### config.mk
export PLATFORM = sky130hd
export DESIGN_NAME = cache_l1_param
export DESIGN_NICKNAME = d
export VERILOG_FILES = /design/src/rtl/cache_l1_param.sv
export SDC_FILE = /design/constraint.sdc
export NUM_CORES = 1
export LEC_CHECK = 0
export ABC_AREA = 1
export CAP_MARGIN = 20
export CORE_ASPECT_RATIO = 1.2
export CORE_MARGIN = 3
export CORE_UTILIZATION = 59
export CTS_CLUSTER_DIAMETER = 60
export DETAILED_ROUTE_END_ITERATION = 8
export PLACE_DENSITY = 0.79
export SYNTH_ARGS = -nofsm -noshare
export SYNTH_HDL_FRONTEND = slang
export SYNTH_SLANG_ARGS = --single-unit
### constraint.sdc
create_clock -name clk -period 4.5 [get_ports clk]
set_input_delay 0.9 -clock clk [delete_from_list [all_inputs] [get_ports clk]]
set_output_delay 0.9 -clock clk [all_outputs]
set_load 0.01 [all_outputs]
### src/rtl/cache_l1_param.sv
`default_nettype none
// cache_l1_param: parametrised direct-mapped write-through L1 data cache with
// optional write-miss allocate and saturating read hit/miss counters.
module cache_l1_param #(
  parameter int ADDR_W         = 30,
  parameter int DATA_W         = 32,
  parameter int NUM_LINES      = 8,
  parameter int WORDS_PER_LINE = 4,
  parameter int WRITE_ALLOCATE = 0,
  parameter int CNT_W          = 16
) (
  input  logic                             clk,
  input  logic                             proc_reset,
  input  logic                             proc_read,
  input  logic                             proc_write,
  input  logic [ADDR_W-1:0]                proc_addr,
  input  logic [DATA_W-1:0]                proc_wdata,
  output logic                             proc_stall,
  output logic [DATA_W-1:0]                proc_rdata,
  output logic                             L2_read,
  output logic                             L2_write,
  output logic [ADDR_W-1:0]                L2_addr,
  output logic [DATA_W-1:0]                L2_wdata,
  input  logic [DATA_W*WORDS_PER_LINE-1:0] L2_rdata,
  input  logic                             L2_ready,
  output logic [CNT_W-1:0]                 rd_hit_cnt,
  output logic [CNT_W-1:0]                 rd_miss_cnt
);

  localparam int OFF_W = $clog2(WORDS_PER_LINE);
  localparam int IDX_W = $clog2(NUM_LINES);
  localparam int TAG_W = ADDR_W - OFF_W - IDX_W;

  typedef enum logic [1:0] {
    IDLE   = 2'd0,
    REFILL = 2'd1,
    WRITE  = 2'd2
  } state_t;

  state_t state, state_nxt;

  logic [NUM_LINES-1:0] valid;
  logic [TAG_W-1:0]     tags [NUM_LINES];
  logic [DATA_W-1:0]    data [NUM_LINES][WORDS_PER_LINE];
  logic [DATA_W-1:0]    fill_word [WORDS_PER_LINE];

  logic [OFF_W-1:0] offset;
  logic [IDX_W-1:0] index;
  logic [TAG_W-1:0] tag;
  logic             hit;
  logic             hit_inc, miss_inc, fill_en, word_en;

  assign offset   = proc_addr[OFF_W-1:0];
  assign index    = proc_addr[OFF_W+IDX_W-1:OFF_W];
  assign tag      = proc_addr[ADDR_W-1:OFF_W+IDX_W];
  assign hit      = valid[index] && (tags[index] == tag);
  assign L2_wdata = proc_wdata;

  generate
    for (genvar k = 0; k < WORDS_PER_LINE; k++) begin : g_fill
      assign fill_word[k] = L2_rdata[k*DATA_W +: DATA_W];
    end
  endgenerate

  always_comb begin
    state_nxt  = state;
    proc_stall = 1'b0;
    proc_rdata = '0;
    L2_read    = 1'b0;
    L2_write   = 1'b0;
    L2_addr    = '0;
    hit_inc    = 1'b0;
    miss_inc   = 1'b0;
    fill_en    = 1'b0;
    word_en    = 1'b0;
    case (state)
      IDLE: begin
        // A simultaneous read and write is served as a write.
        if (proc_write) begin
          proc_stall = 1'b1;
          state_nxt  = (!hit && (WRITE_ALLOCATE != 0)) ? REFILL : WRITE;
        end else if (proc_read) begin
          if (hit) begin
            proc_rdata = data[index][offset];
            hit_inc    = 1'b1;
          end else begin
            proc_stall = 1'b1;
            miss_inc   = 1'b1;
            state_nxt  = REFILL;
          end
        end
      end
      REFILL: begin
        L2_read    = 1'b1;
        L2_addr    = {proc_addr[ADDR_W-1:OFF_W], {OFF_W{1'b0}}};
        proc_stall = 1'b1;
        if (L2_ready) begin
          fill_en = 1'b1;
          if (proc_write) begin
            state_nxt = WRITE;
          end else begin
            proc_stall = 1'b0;
            proc_rdata = fill_word[offset];
            state_nxt  = IDLE;
          end
        end
      end
      WRITE: begin
        L2_write   = 1'b1;
        L2_addr    = proc_addr;
        proc_stall = 1'b1;
        if (L2_ready) begin
          proc_stall = 1'b0;
          word_en    = hit;
          state_nxt  = IDLE;
        end
      end
      default: state_nxt = IDLE;
    endcase
  end

  always_ff @(posedge clk or posedge proc_reset) begin
    if (proc_reset) begin
      state       <= IDLE;
      valid       <= '0;
      rd_hit_cnt  <= '0;
      rd_miss_cnt <= '0;
    end else begin
      state <= state_nxt;
      if (fill_en) valid[index] <= 1'b1;
      if (hit_inc && (rd_hit_cnt != '1)) rd_hit_cnt <= rd_hit_cnt + CNT_W'(1);
      if (miss_inc && (rd_miss_cnt != '1)) rd_miss_cnt <= rd_miss_cnt + CNT_W'(1);
    end
  end

  // Tags and data are qualified by valid, so they carry no reset.
  always_ff @(posedge clk) begin
    if (fill_en) begin
      tags[index] <= tag;
      for (int k = 0; k < WORDS_PER_LINE; k++) data[index][k] <= fill_word[k];
    end
    if (word_en) data[index][offset] <= proc_wdata;
  end

endmodule
`default_nettype wire

==> flow_summary_export.csv <==
group,metric,value,unit
critical_path,worstSetupStartpointType,"input pin",
critical_path,cp_top_family,"simple AND/OR/NAND/NOR gates",
cts,cts_num_sinks,1266,
cts,cts_made_buffers,113,
logic_synthesis,synth-seq-cells,1266,
route,drt_iter0_markers,6470,
grt,use_met2,60.3,%
sta,rsz0062_at_grt,"no",
cts,root_buffer,"clkbuf_16",
cts,cts_hold_buf,0,
die,die_area,90400,µm²
grt,grt_start_max_net_pins,62,
grt,antenna_found_initial,10,
logic_synthesis,synthesis.area,51200,µm²
cts,clock_latency,0.71,ns
grt,grt_pass1_vias,39300,
logic_synthesis,synth_ff_type,"edfxtp_1",
grt,grt_busiest_layer,"met2",
logic_synthesis,synth_top_family_by_area,"compound AO/OA/AOI/OAI gates",
power_and_ir_drop,p_per_area,411,nW/µm²
sta,fin_crit_sh,97.7,%
power_and_ir_drop,comb_power_share,12.5,%
sta,relSlewSlack,39.1,%
critical_path,cp.required,3.60,ns
sta,tns,0,ns
logic_synthesis,synth-simple-area-share,10.1,%
run_status,status,"completed",
power_and_ir_drop,leakagePower,24.3,nW
job,drv_cap,0,
sta,tightest_slew,0.913,ns
logic_synthesis,synth_top_area_share,71.8,%
logic_synthesis,synthMuxAreaShare,0,%
logic_synthesis,synth_compound_area_share,10.9,%
logic_synthesis,synthDistinctLibCells,40,
route,vias,39600,
logic_synthesis,synth_area_per_cell,12.9,µm²
logic_synthesis,synthTopCellsByArea,"edfxtp_1 72%, nand2_1 5.0%, o22ai_1 4.0%, inv_1 2.2%, dfrtp_1 2.1%",
die,start_util,59.9,%
logic_synthesis,synth_edf_count,1224,
finish,utilization,76.9,%
logic_synthesis,synthAdderAreaFrac,0.147,%
grt,gr-total-overflow,0,
cts,cts_tree,"done",
place,place_congestion,0.942,
critical_path,crit_path_frequent_cell,"buf_4",
sta,hold_viol_final,0,
worst_hold_path,hold_path_class,"flip-flop to flip-flop",
place,place_hpwl,108,mm
sta,hold_slack,0.461,ns
route,first_pass_iters,8,
cts,clk_pin_slew_worst_paths,0.06,ns
route,drc,0,
critical_path,critPathArrivalTime,3.50,ns
die,die_h,329,µm
die,rows,117,
finish,final_layout_size_suffix_gt1_share,21.8,%
power_and_ir_drop,irDropWorstVdd,381,µV
route,drt-vias-per-instance,6.61,
power_and_ir_drop,p_switching,0.00663,W
logic_synthesis,synthXorXnorAreaFrac,0.376,%
place,portBuffers,323,
finish,nNetsFinal,4953,
finish,synthToLayoutAreaGrowth,28.4,%
critical_path,critPathBufInv,6,
logic_synthesis,syn_inst,3955,
power_and_ir_drop,clkPwrFrac,37.9,%
die,io_pins,324,
grt,grt_pass1_wl,249,mm
sta,fmax,0.227,GHz
logic_synthesis,yosys_warnings,0,
power_and_ir_drop,intPower,0.0204,W
sta,setup_viol,0,
grt,grtUsageTotal,38.0,%
logic_synthesis,syn_nets,4156,
critical_path,critical_path_class,"input pin to output pin",
critical_path,worstSetupEndpointType,"output pin",
die,die_w,275,µm
logic_synthesis,synthArstFlopShare,3.32,%
sta,finalClockSkew,0.0278,ns
logic_synthesis,synthTopCellsByCount,"1224 x edfxtp_1, 676 x nand2_1, 329 x o22ai_1, 299 x inv_1, 242 x nor2_1",
power_and_ir_drop,switching_share,24.6,%
route,ant_nets,0,
critical_path,cpMaxStageDelayCell,"nand4_1",
grt,grt_use_met3,11.6,%
cts,htree_levels,3,
logic_synthesis,ys_seq_area_share,73.8,%
logic_synthesis,synth_top_area_cell,"edfxtp_1",
grt,grt_util_met1,46.8,%
critical_path,crit_chain,"buf_4 > buf_4 > buf_12 > or2_1 > nand3_1 > nand2_2 > buf_4 > o21ai_2 > nand2_2 > nor2_4 > nand2_1 > nor2_2 > nand2_1 > nor2_1 > buf_4 > nand4_1 > nand2_1 > buf_6",
power_and_ir_drop,seq_power_share,49.7,%
die,core-area,85500,µm²
sta,min_period,4.40,ns
cts,clock_path_buffers,3,
route,wl,175,mm
critical_path,cp_slowest_stage_delay,0.28,ns
route,wl_per_cell,29.2,µm
logic_synthesis,synth_most_common_cell,"edfxtp_1",
critical_path,crit_fanout,40,
sta,drv_slew,0,
metrics by stage:
step / setup slack, ns / total power [W] / std cells / cell area (µm²)
final: 0.101 / 0.0270 / 5990 / 65800
after global routing: 0.0660 / 0.0276 / 5988 / 65800
after CTS: 0.000186 / 0.0268 / 5976 / 65500
after detailed placement: -0.883 / 0.0167 / 5729 / 60700
after global placement: -0.924 / 0.0166 / 5729 / 60700
after floorplan: 0.0450 / 0.0149 / 3955 / 51200
placed cells by master (no fill, tap or decap), types with 68 or more instances in the layout:
master           instances
inv_1                  298
clkbuf_16              116
nand2_1                657
edfxtp_1              1224
nand3_1                120
o21ai_0                134
o22ai_1                329
o21ai_1                144
buf_4                  454
or2_2                   68
buf_12                 123
nor2_1                 184
clkdlybuf4s50_1        287
flip-flops by register name (all words and copies together), names as in the netlist:
signal,count
tags,200
rd_miss_cnt,16
rd_hit_cnt,16
state,2
valid,8
data,1024
logic make-up (layout without fill, tap and decap cells):
family / count (synthesis) / after routing
DFF: 1266 / 1266
AOI/OAI and AO/OA: 880 / 880
adders and majority gates: 6 / 6
other: 0 / 8
buffers and inverters: 555 / 1451
xor gates and xnor gates: 22 / 22
and+or+nand+nor: 1226 / 1227
power groups by stage:
stage | Combinational, W | Clock (W) | Sequential (W)
2_1_floorplan | 0.00128 | 0 | 0.0136
3_3_place_gp | 0.00301 | 0 | 0.0136
3_5_place_dp | 0.00307 | 0 | 0.0137
4_1_cts | 0.00320 | 0.0102 | 0.0134
5_1_grt | 0.00350 | 0.0106 | 0.0134
6_report | 0.00336 | 0.0102 | 0.0134
worst register-to-register path, delay by kind of cell, from the launching register on:
family	cells	cell delay [ns]
buffers and inverters	5	0.78
flip-flops	1	0.38
AO/OA/AOI/OAI	2	0.78
AND/OR/NAND/NOR	10	1.37
layer usage:
layer / part of all wire, % / wire, µm / vias to the layer above
li1: - / - / 16200
met1: 31 / 54900 / 18600
met2: 46 / 81400 / 3918
met3: 16 / 27200 / 897
met4: 6.6 / 11500 / 6
met5: 0.051 / 89 / -
final timing paths:
check                                   from             end  slack [ns]  cells after the start
worst max-delay path            proc_addr[2]  proc_rdata[21]        0.10                     18
min in group asynchronous         proc_reset  rd_miss_cnt[3]        0.73                      2
worst min register to register      valid[7]        valid[7]        0.46                      2
max in group asynchronous         proc_reset   rd_hit_cnt[5]        3.20                      2
worst min-delay path                valid[7]        valid[7]        0.46                      2
worst max register to register   tags[3][15]    data[2][100]        0.87                     17
what timing repair did:
item                       in CTS  in global routing
buffers inserted               23                  5
hold endpoints to repair        0                  0
pin swaps                      29                 39
resized for setup             160                141
setup endpoints to repair      33                 32
gates cloned                    9                  1
cell type report:
class,count,area [µm²]
sequential,1266,37800
fill,4576,19700
multi-input combinational,2135,12000
timing repair buffer,926,9430
clock buffer,134,2980
tap,1130,1410
inverter,310,1180
clock inverter,81,956
antenna,8,20.0
Power figures use the tool's default switching activity.
